`src/rtl/perf_trig_pkg.sv`:
```
// Shared types and constants for the performance event trigger master.
// Command encoding and the section/offset to byte-address helper.
package perf_trig_pkg;

    localparam int STOP_OFS          = 0;
    localparam int GO_OFS            = 1;
    localparam int WORDS_PER_SECTION = 4;
    localparam logic [31:0] GLOBAL_CLR_DATA = 32'h1;

    typedef enum logic {
        IDLE,
        WRITE
    } state_e;

    typedef enum logic [1:0] {
        CMD_STOP,
        CMD_GO,
        CMD_CLR
    } kind_e;

    typedef struct packed {
        kind_e      kind;
        logic [2:0] section;
    } cmd_t;

    // Byte offset from the slave base for a command.
    function automatic logic [31:0] cmd_byte_ofs(cmd_t c);
        logic [31:0] w_word;
        w_word = 32'(WORDS_PER_SECTION) * {29'd0, c.section};
        unique case (c.kind)
            CMD_GO:  w_word = w_word + 32'(GO_OFS);
            CMD_CLR: w_word = '0;
            default: w_word = w_word + 32'(STOP_OFS);
        endcase
        return w_word << 2;
    endfunction

endpackage

```
`src/rtl/perf_event_trigger_master_if.sv`:
```
// Avalon-MM write-only master bundle.
// Master drives request side; slave returns waitrequest.
interface perf_event_trigger_master_if #(
    parameter int ADDR_W = 32
);
    logic [ADDR_W-1:0] avm_address;
    logic              avm_write;
    logic [31:0]       avm_writedata;
    logic              avm_waitrequest;

    modport master (
        output avm_address,
        output avm_write,
        output avm_writedata,
        input  avm_waitrequest
    );

    modport slave (
        input  avm_address,
        input  avm_write,
        input  avm_writedata,
        output avm_waitrequest
    );
endinterface

```
`src/rtl/perf_trig_arbiter.sv`:
```
// Fixed-priority selector over the pending flag vectors.
// Global clear first, then lowest section, STOP before GO.
module perf_trig_arbiter
    import perf_trig_pkg::*;
#(
    parameter int N = 8
) (
    input  logic [N-1:0] i_go,
    input  logic [N-1:0] i_stop,
    input  logic         i_clr,
    output cmd_t         o_cmd,
    output logic         o_valid
);

    // Scan high to low so the lowest index overwrites last.
    always_comb begin
        o_cmd   = '{kind: CMD_STOP, section: 3'd0};
        o_valid = i_clr | (|i_go) | (|i_stop);
        for (int i = N - 1; i >= 0; i--) begin
            if (i_go[i])
                o_cmd = '{kind: CMD_GO, section: 3'(i)};
            if (i_stop[i])
                o_cmd = '{kind: CMD_STOP, section: 3'(i)};
        end
        if (i_clr)
            o_cmd = '{kind: CMD_CLR, section: 3'd0};
    end

endmodule

```
`src/rtl/perf_event_trigger_master.sv`:
```
// Turns event pulses into Avalon-MM STOP/GO writes to counter sections.
// Optional global clear request enabled by PERF_TRIG_GLOBAL_CLEAR_EN.
module perf_event_trigger_master
    import perf_trig_pkg::*;
#(
    parameter int          NUM_SECTIONS = 8,
    parameter int          ADDR_W       = 32,
    parameter logic [31:0] BASE_ADDR    = 32'h0,
    parameter int          DROP_W       = 16
) (
    input  logic                    clk,
    input  logic                    reset_n,
    input  logic [NUM_SECTIONS-1:0] evt_go,
    input  logic [NUM_SECTIONS-1:0] evt_stop,
`ifdef PERF_TRIG_GLOBAL_CLEAR_EN
    input  logic                    clear_req,
`endif
    perf_event_trigger_master_if.master avm,
    output logic                    busy,
    output logic [DROP_W-1:0]       drop_count
);

    localparam int N = NUM_SECTIONS;

    logic [N-1:0]      r_pend_go;
    logic [N-1:0]      r_pend_stop;
    state_e            r_state;
    state_e            w_next;
    cmd_t              r_cmd;
    cmd_t              w_win;
    logic              w_valid;
    logic              w_accept;
    logic [ADDR_W-1:0] r_addr;
    logic [DROP_W-1:0] r_drop;
    logic [N-1:0]      w_clr_go;
    logic [N-1:0]      w_clr_stop;
    logic [N-1:0]      w_keep_go;
    logic [N-1:0]      w_keep_stop;
    logic              w_drop;
    logic              w_pend_clr;
    logic              w_clr_all;
    logic              w_clr_drop;
    logic [31:0]       w_data;

    assign w_accept = (r_state == WRITE) & ~avm.avm_waitrequest;

`ifdef PERF_TRIG_GLOBAL_CLEAR_EN
    logic        r_pend_clr;
    logic [31:0] r_data;

    assign w_clr_all  = w_accept & (r_cmd.kind == CMD_CLR);
    assign w_clr_drop = clear_req & r_pend_clr & ~w_clr_all;
    assign w_pend_clr = r_pend_clr;
    assign w_data     = r_data;

    // Sticky global clear request, dropped once its write lands.
    always_ff @(posedge clk or negedge reset_n) begin
        if (!reset_n)
            r_pend_clr <= 1'b0;
        else
            r_pend_clr <= clear_req | (r_pend_clr & ~w_clr_all);
    end

    // Write data latched with the address when a command starts.
    always_ff @(posedge clk or negedge reset_n) begin
        if (!reset_n)
            r_data <= '0;
        else if (r_state == IDLE && w_valid)
            r_data <= (w_win.kind == CMD_CLR) ? GLOBAL_CLR_DATA : 32'h0;
    end
`else
    assign w_clr_all  = 1'b0;
    assign w_clr_drop = 1'b0;
    assign w_pend_clr = 1'b0;
    assign w_data     = 32'h0;
`endif

    assign w_clr_go   = (w_accept && r_cmd.kind == CMD_GO)
                      ? (N'(1) << r_cmd.section) : '0;
    assign w_clr_stop = (w_accept && r_cmd.kind == CMD_STOP)
                      ? (N'(1) << r_cmd.section) : '0;
    assign w_keep_go   = r_pend_go & ~w_clr_go & ~{N{w_clr_all}};
    assign w_keep_stop = r_pend_stop & ~w_clr_stop & ~{N{w_clr_all}};
    assign w_drop = (|(evt_go & w_keep_go)) | (|(evt_stop & w_keep_stop))
                  | w_clr_drop;

    perf_trig_arbiter #(.N(N)) u_arb (
        .i_go    (r_pend_go),
        .i_stop  (r_pend_stop),
        .i_clr   (w_pend_clr),
        .o_cmd   (w_win),
        .o_valid (w_valid)
    );

    // Sticky per-section flags; a new pulse survives a same-edge clear.
    always_ff @(posedge clk or negedge reset_n) begin
        if (!reset_n) begin
            r_pend_go   <= '0;
            r_pend_stop <= '0;
        end else begin
            r_pend_go   <= evt_go | w_keep_go;
            r_pend_stop <= evt_stop | w_keep_stop;
        end
    end

    // Saturating count of events that hit an already-pending flag.
    always_ff @(posedge clk or negedge reset_n) begin
        if (!reset_n)
            r_drop <= '0;
        else if (w_drop && r_drop != '1)
            r_drop <= r_drop + 1'b1;
    end

    // FSM state register.
    always_ff @(posedge clk or negedge reset_n) begin
        if (!reset_n)
            r_state <= IDLE;
        else
            r_state <= w_next;
    end

    // FSM next state; WRITE always returns to IDLE for one cycle.
    always_comb begin
        w_next = r_state;
        unique case (r_state)
            IDLE:    if (w_valid) w_next = WRITE;
            WRITE:   if (w_accept) w_next = IDLE;
            default: w_next = IDLE;
        endcase
    end

    // Winner and address captured on IDLE->WRITE, then held.
    always_ff @(posedge clk or negedge reset_n) begin
        if (!reset_n) begin
            r_cmd  <= '{kind: CMD_STOP, section: 3'd0};
            r_addr <= '0;
        end else if (r_state == IDLE && w_valid) begin
            r_cmd  <= w_win;
            r_addr <= ADDR_W'(BASE_ADDR + cmd_byte_ofs(w_win));
        end
    end

    // FSM outputs and status.
    always_comb begin
        avm.avm_write     = (r_state == WRITE);
        avm.avm_address   = r_addr;
        avm.avm_writedata = w_data;
        busy       = (|r_pend_go) | (|r_pend_stop) | w_pend_clr
                   | (r_state == WRITE);
        drop_count = r_drop;
    end

endmodule

```
`src/flat_wrapper.sv`:
```
// flat-port wrapper written by rule: the top's interface ports become plain ports
module perf_event_trigger_master_flat import perf_trig_pkg::*;
#(
    parameter int          NUM_SECTIONS = 8,
    parameter int          ADDR_W       = 32,
    parameter logic [31:0] BASE_ADDR    = 32'h0,
    parameter int          DROP_W       = 16
)
  (clk, reset_n, evt_go, evt_stop, busy, drop_count, avm_avm_address, avm_avm_write, avm_avm_writedata, avm_avm_waitrequest);
  perf_event_trigger_master_if #(.ADDR_W(ADDR_W)) avm_i ();
  input  logic clk;
  input  logic reset_n;
  input  logic [NUM_SECTIONS-1:0] evt_go;
  input  logic [NUM_SECTIONS-1:0] evt_stop;
  output logic busy;
  output logic [DROP_W-1:0] drop_count;
  output wire logic [$bits(avm_i.avm_address)-1:0] avm_avm_address;
  output wire logic [$bits(avm_i.avm_write)-1:0] avm_avm_write;
  output wire logic [$bits(avm_i.avm_writedata)-1:0] avm_avm_writedata;
  input wire logic [$bits(avm_i.avm_waitrequest)-1:0] avm_avm_waitrequest;
  assign avm_avm_address = avm_i.avm_address;
  assign avm_avm_write = avm_i.avm_write;
  assign avm_avm_writedata = avm_i.avm_writedata;
  assign avm_i.avm_waitrequest = avm_avm_waitrequest;
  perf_event_trigger_master #(.NUM_SECTIONS(NUM_SECTIONS), .ADDR_W(ADDR_W), .BASE_ADDR(BASE_ADDR), .DROP_W(DROP_W)) u_core (.clk(clk), .reset_n(reset_n), .evt_go(evt_go), .evt_stop(evt_stop), .avm(avm_i), .busy(busy), .drop_count(drop_count));
endmodule
```
`config.mk`:
```
export PLATFORM = sky130hd
export DESIGN_NAME = perf_event_trigger_master_flat
export DESIGN_NICKNAME = d
export VERILOG_FILES = /design/src/rtl/perf_trig_pkg.sv /design/src/rtl/perf_event_trigger_master_if.sv /design/src/rtl/perf_trig_arbiter.sv /design/src/rtl/perf_event_trigger_master.sv /design/src/flat_wrapper.sv
export SDC_FILE = /design/constraint.sdc
export NUM_CORES = 1
export LEC_CHECK = 0
export CAP_MARGIN = 25
export CORE_MARGIN = 1.5
export CORE_UTILIZATION = 30
export CTS_BUF_LIST = sky130_fd_sc_hd__clkbuf_8 sky130_fd_sc_hd__clkbuf_16
export CTS_CLUSTER_DIAMETER = 40
export CTS_CLUSTER_SIZE = 25
export DETAILED_ROUTE_END_ITERATION = 12
export PLACE_DENSITY = 0.66
export SLEW_MARGIN = 20
export SYNTH_ARGS = -nofsm -noshare
export SYNTH_HDL_FRONTEND = slang
export SYNTH_SLANG_ARGS = --single-unit
```
`constraint.sdc`:
```
create_clock -name clk -period 2.2 [get_ports clk]
set_clock_uncertainty 0.1 [all_clocks]
set_input_delay 0.22 -clock clk [delete_from_list [all_inputs] [get_ports clk]]
set_output_delay 0.22 -clock clk [all_outputs]
set_load 0.03 [all_outputs]
```
==> summary.md, run 1 <==
| Metric | Value |
|---|---|
| Final Cycle Share | `108%` |
| Fill count | `831` |
| Synth top area share | `37.2%` |
| Initial core utilization | `30.6%` |
| LEAKAGE | `0.00148 uW` |
| Clock transition at path regs | `0.07 ns` |
| Worst r2r src | `u_core.avm.avm_address[2]` |
| Largest net degree at the start of global routing | `38` |
| Fmax achieved | `approximately 420 MHz` |
| # H-tree levels | `2` |
| Ys Warns | `0` |
| Initial antenna violation count | `0` |
| Synthesized area | `~0.0025 sq mm` |
| GRT overflow | `0` |
| Top-count cell post-synth | `buf_4` |
| Die area | `just under 0.009 sq mm` |
| R2R Setup Slk | `-0.17 ns` |
| #FFs+latches synth | `37` |
| Total wire length | `5.87 mm` |
| WP data arrival | `2.45 ns` |
| Yosys top cell by area | `dfrtp_1` |
| Most frequent cells after synthesis | `buf_4, dfrtp_1, nand2_1` |
| Hold-fix buffers at CTS | `0` |
| Vias in the first global route | `2005` |
| Vias | `2029` |
| Hold crit path type | `input port to asynchronous set/reset pin` |
| Detail Route Antenna Nets | `0` |
| Number of max-cap violations | `0` |
| Reg2Reg Depth | `9` |
| Final setup TNS | `-1.07 ns` |
| Result of the run | `finished with violations` |
| Vias per cell | `4.39` |
| Post-Syn Area per Cell | `9.26 sq um` |
| Switching share of power | `38.8%` |
| P_int | `between 1000 and 1500 uW` |
| Post-synth cell types | `41` |
| Cell Pwr Density | `about 620 mW/mm^2` |
| PortBufs | `40` |
| Setup ws final | `-0.169 ns` |
| Max-slew violation count | `0` |
| Iter 0 DRT Violations | `58` |
| Sequential share of the synthesized area | `a little under two fifths` |
| Failing checks | `setup timing` |
| Proportion of layout cells with a drive suffix above 1 | `29.1%` |
| Core area | `~0.008 sq mm` |
| Async SR Flop Fraction | `100%` |
| Final cell utilization of the core | `41.5%` |
| Clk pwr share | `between 20% and 30%` |
| Clock buffer depth | `2` |
| Comb power frac | `36.5%` |
| # nets final | `376` |
| I/O Pins | `101` |
| Routed WL per cell | `12.7 microns` |
| Worst path required time | `roughly 2.3 ns` |
| N_diodes | `0` |
| Reg-to-Reg End | `u_core.drop_count[14]` |
| Seq pwr share | `41.5%` |
| First drt pass iteration count | `6` |
| Final GP Congestion | `roughly 0.9` |
| CTS tree | `built` |
| Area Overhead vs Synth | `35.7%` |
| # rows | `33` |
| Post-synth EDFFs | `0` |
| Total Routing Usage GR | `14.1%` |
| Clk_lat worst skew | `0.29 ns` |
| Dominant cells by area after synthesis | `dfrtp_1, buf_4, nand2_1` |
| Crit Path Max Fanout | `6` |
| Crit. End Element | `flop` |
| Post-Synthesis Cells | `269` |
| Power after layout | `2080 uW` |
| Final HPWL from detailed placement | `4.28 mm` |
| First-pass GRT wire length | `between 9 and 10 mm` |
| Chip width | `between 90 and 100 microns` |
| Die Ht | `94.1 microns` |
| # setup viols final | `15` |
| Ys flop type | `dfrtp_1` |
| Switching power | `807 uW` |
| Root buf cell | `clkbuf_8` |
| Crit path kind | `flop to flop` |
| Num CTS Buffers | `5` |
| Max rail drop VDD | `between 0.6 and 0.7 mV` |
| Fin crit period | `between 2 and 2.5 ns` |
| RSZ-0062 raised after global routing | `true` |
| Final Hold Viols | `0` |
| Post-route DRC | `0` |
| Startpoint types | `flop` |
| CTS Sinks | `37` |
## placed cells by master, fill, tap and decap left out, drive strengths merged, types with 4 or more instances in the layout
master          n
a31oi           5
a21o           13
nor2b           4
or2             4
nand3          11
clkbuf          5
nor2           11
nand2          31
mux2            5
conb           60
clkdlybuf4s50  38
nor4            4
a21oi          16
buf            51
nand4           7
xnor2          12
inv             9
dfrtp          37
and3            6
## flip-flops by register name (all words and copies together), names as in the netlist
name	count
u_core.avm.avm_address	2
u_core.r_cmd	2
u_core.avm.avm_write	1
u_core.r_pend_go	8
u_core.r_pend_stop	8
u_core.drop_count	16
## how the worst max path moves through the flow
stage,startpoint,endpoint,slack [ns]
floorplan,u_core.avm.avm_write,u_core.drop_count[14],-0.04
global placement,avm_avm_waitrequest,u_core.drop_count[14],-0.37
detailed placement,avm_avm_waitrequest,u_core.drop_count[14],-0.46
CTS,u_core.avm.avm_address[6],u_core.drop_count[14],-0.09
global route,u_core.avm.avm_address[2],u_core.drop_count[14],-0.26
finish,u_core.avm.avm_address[2],u_core.drop_count[14],-0.17
## metal layers
| layer | track usage, % | vias up | routed length (microns) |
|---|---|---|---|
| met5 | 0 | - | 0 |
| met4 | 2.61 | 0 | 48 |
| met3 | 3.88 | 8 | 359 |
| met2 | 24.3 | 78 | 2900 |
| met1 | 17.6 | 966 | 2560 |
| li1 | - | 977 | - |
## metrics by stage
stage | area (sq um) | hold slack (ns) | instances | worst slack (ns)
final | 3380 | 0.258 | 462 | -0.169
after global routing | 3380 | 0.319 | 462 | -0.262
after CTS | 3270 | 0.286 | 459 | -0.0920
after detailed placement | 3090 | 0.394 | 446 | -0.461
after global placement | 3090 | 0.394 | 446 | -0.374
after floorplan | 2750 | -0.176 | 328 | -0.0359
## logic make-up after synthesis
group                      after synthesis  share of synthesized area (%)
and+or+nand+nor                         90                           20.9
buffers and inverters                   75                           21.0
AOI/OAI and AO/OA                       46                           13.1
DFF                                     37                           37.2
xor gates and xnor gates                14                           4.92
muxes                                    5                           2.26
adders and majority gates                1                          0.502
other                                    1                          0.151
## worst max-delay path, cell delays in order, from the launching register on
cell and delay [ns]:
dfrtp_2 0.44, buf_6 0.14, nor4b_4 0.20, buf_4 0.15, buf_6 0.10, a31oi_4 0.09, nor4_2 0.30, nand4_2 0.23
nand4_1 0.19, mux2_4 0.31
## final cells by class
cell class	count	area, sq um	share of cell area (%)
Clock buffer	5	68.8	2.04
Inverter	6	22.5	0.666
Timing Repair Buffer	90	787	23.3
Sequential cell	37	935	27.7
Clock inverter	3	11.3	0.333
Multi-Input combinational cell	216	1420	42.1
Tap cell	105	131	3.89
## power groups by stage
stage               logic (uW)  registers [uW]  clock network, uW
global placement           699             873                  0
finish                     760             864                456
detailed placement         708             870                  0
CTS                        736             862                466
floorplan                  388             989                  0
global route               815             881                501
## repair_timing
action / 4_1_cts / 5_1_grt
pin swaps: 5 / 8
gates resized for setup: 19 / 18
buffers inserted: 5 / 3
endpoints found under the setup margin: 16 / 17
Note: power is estimated with default switching activity, not from simulation.
==> run 2, diff against run 1 <==
--- a/config.mk
+++ b/config.mk
@@ -5,14 +5,15 @@
 export SDC_FILE = /design/constraint.sdc
 export NUM_CORES = 1
 export LEC_CHECK = 0
+export ABC_CLOCK_PERIOD_IN_PS = 2200
 export CAP_MARGIN = 25
-export CORE_MARGIN = 1.5
 export CORE_UTILIZATION = 30
 export CTS_BUF_LIST = sky130_fd_sc_hd__clkbuf_8 sky130_fd_sc_hd__clkbuf_16
 export CTS_CLUSTER_DIAMETER = 40
 export CTS_CLUSTER_SIZE = 25
 export DETAILED_ROUTE_END_ITERATION = 12
 export PLACE_DENSITY = 0.66
+export SETUP_SLACK_MARGIN = 0.2
 export SLEW_MARGIN = 20
 export SYNTH_ARGS = -nofsm -noshare
 export SYNTH_HDL_FRONTEND = slang
==> run 2 against run 1 <==
Compared with the run above:
- the run still ends with setup timing left
- sequential share of layout area is 0.16 points lower
- non-clock buffer count decreased by 7
- core utilization grew 1.6 points
- highest routed layer unchanged
==> summary.md, run 2 (synthesis gave the netlist of run 1 again) <==
| Metric | Value |
|---|---|
| Core area | `between 0.007 and 0.008 sq mm` |
| Largest net degree at the start of global routing | `38` |
| Crit path kind | `flop to flop` |
| Crit Path Max Fanout | `6` |
| Vias | `about 2.1k` |
| Crit. End Element | `flop` |
| First drt pass iteration count | `4` |
| Startpoint types | `flop` |
| Total Routing Usage GR | `14.8%` |
| First-pass GRT wire length | `roughly 10 mm` |
| Die area | `0.00867 sq mm` |
| PortBufs | `40` |
| Worst r2r src | `u_core.avm.avm_address[2]` |
| Max-slew violation count | `0` |
| Final GP Congestion | `between 0.8 and 0.9` |
| Initial antenna violation count | `0` |
| Total wire length | `6.10 mm` |
| Area Overhead vs Synth | `36.5%` |
| WP data arrival | `2.34 ns` |
| Hold crit path type | `input port to flop` |
| I/O Pins | `101` |
| CTS tree | `built` |
| Reg-to-Reg End | `u_core.drop_count[14]` |
| Iter 0 DRT Violations | `77` |
| LEAKAGE | `0.00142 uW` |
| CTS Sinks | `37` |
| Cell Pwr Density | `626 mW/mm^2` |
| Initial core utilization | `31.6%` |
| Clock buffer depth | `2` |
| RSZ-0062 raised after global routing | `true` |
| Post-route DRC | `0` |
| Hold Path Sink | `u_core.avm.avm_write` |
| Placement Setup Slack | `-0.441 ns` |
| R2R Setup Slk | `-0.07 ns` |
| # nets final | `369` |
| Worst Hold Launch | `avm_avm_waitrequest` |
| Routed WL per cell | `between 10 and 15 microns` |
| Final Cycle Share | `103%` |
| # H-tree levels | `2` |
| Commonest cells after routing, fill and taps aside | `conb_1, buf_4, clkdlybuf4s50_1, dfrtp_1, nand2_1` |
| Result of the run | `finished with violations` |
| Failing checks | `setup timing` |
| Number of max-cap violations | `0` |
| Setup ws final | `-0.0660 ns` |
| Num CTS Buffers | `5` |
| Fin crit period | `about 2.3 ns` |
| Detail Route Antenna Nets | `0` |
| Worst hold slack | `0.376 ns` |
| Chip width | `around 93 microns` |
| Clock transition at path regs | `about 0.070 ns` |
| Vias per cell | `about 4.6` |
| Reg2Reg Depth | `7` |
| Proportion of layout cells with a drive suffix above 1 | `31.1%` |
| # setup viols final | `9` |
| Most common cell after layout, fill and taps aside | `conb_1` |
| # rows | `32` |
| N_diodes | `0` |
| Vias in the first global route | `approximately 2.1k` |
| Fmax achieved | `441 MHz` |
| Final Hold Viols | `0` |
| Worst slew pin tran | `0.844 ns` |
| GRT overflow | `0` |
| Largest register FFs | `16` |
| Final HPWL from detailed placement | `around 4.5 mm` |
| Crit. Startpoint | `u_core.avm.avm_address[2]` |
| Hold Path Cell Cnt | `2` |
| Max rail drop VDD | `~0.47 mV` |
| Die Ht | `93.1 microns` |
| Clk_lat worst skew | `0.29 ns` |
| Root buf cell | `clkbuf_8` |
| Max_slew headroom | `43.7%` |
| Worst path required time | `roughly 2.3 ns` |
==> run 2: repair_timing <==
item                                    in CTS  in global routing
pin swaps                                   10                  8
buffers inserted                             3                  4
hold buffers                                 1                  0
gates resized for setup                     30                  6
hold endpoints to repair                    37                  0
endpoints found under the setup margin      17                 17
==> run 2: worst max path at each step <==
stage,cells after the start,end
5_1_grt,7,u_core.drop_count[14]
3_5_place_dp,8,u_core.drop_count[14]
3_3_place_gp,7,u_core.drop_count[14]
4_1_cts,8,u_core.drop_count[14]
6_report,7,u_core.drop_count[14]
2_1_floorplan,7,u_core.drop_count[14]
==> run 2: layout make-up <==
class                      count  area, sq um
fill                         763         4490
multi-input combinational    216         1490
sequential                    37          935
timing repair buffer          83          734
tap                          102          128
clock buffer                   6         82.6
inverter                       6         22.5
clock inverter                 2         7.51
==> run 2: per-layer routing <==
layer  up-vias  share of wire (%)  wire [microns]  global-route usage (%)
met2        84                 48            2930                    24.5
li1        970                  -               -                       -
met3        17                5.8             355                    3.98
met1       991                 43            2640                    18.3
met4         0                2.9             174                    5.90
met5         -                  0               0                       0
==> run 2: where the power goes <==
group	leakage, uW	switching (uW)	internal, uW
logic	0.000975	458	308
registers	0.000396	112	757
clock network	0.0000538	246	247
total	0.00142	816	1310
==> run 2: through the flow <==
| stage | TNS (ns) | instances | util (%) | area, sq um | power, uW |
|---|---|---|---|---|---|
| 2_1_floorplan | -0.0326 | 328 | - | 2830 | 1400 |
| 3_3_place_gp | -4.80 | 436 | 39.4 | 3110 | 1590 |
| 3_5_place_dp | -5.98 | 436 | 39.4 | 3110 | 1590 |
| 4_1_cts | -0.0850 | 448 | 42.3 | 3340 | 2120 |
| 5_1_grt | -1.24 | 452 | 43.1 | 3400 | 2230 |
| 6_report | -0.227 | 452 | 43.1 | 3400 | 2130 |
==> run 2: critical path, stage by stage (launching register included) <==
cell       delay (ns)
dfrtp_2          0.44
nor4bb_1         0.28
buf_4            0.22
a31oi_4          0.11
a2111oi_4        0.31
nand4_2          0.22
nand4_1          0.17
mux2_4           0.30
==> run 3, diff against run 2 <==
--- a/config.mk
+++ b/config.mk
@@ -13,6 +13,7 @@
 export CTS_CLUSTER_SIZE = 25
 export DETAILED_ROUTE_END_ITERATION = 12
 export PLACE_DENSITY = 0.66
+export RECOVER_POWER = 100
 export SETUP_SLACK_MARGIN = 0.2
 export SLEW_MARGIN = 20
 export SYNTH_ARGS = -nofsm -noshare
==> results of run 3 <==
Final layout, timing and power as in run 2 (identical DEF).
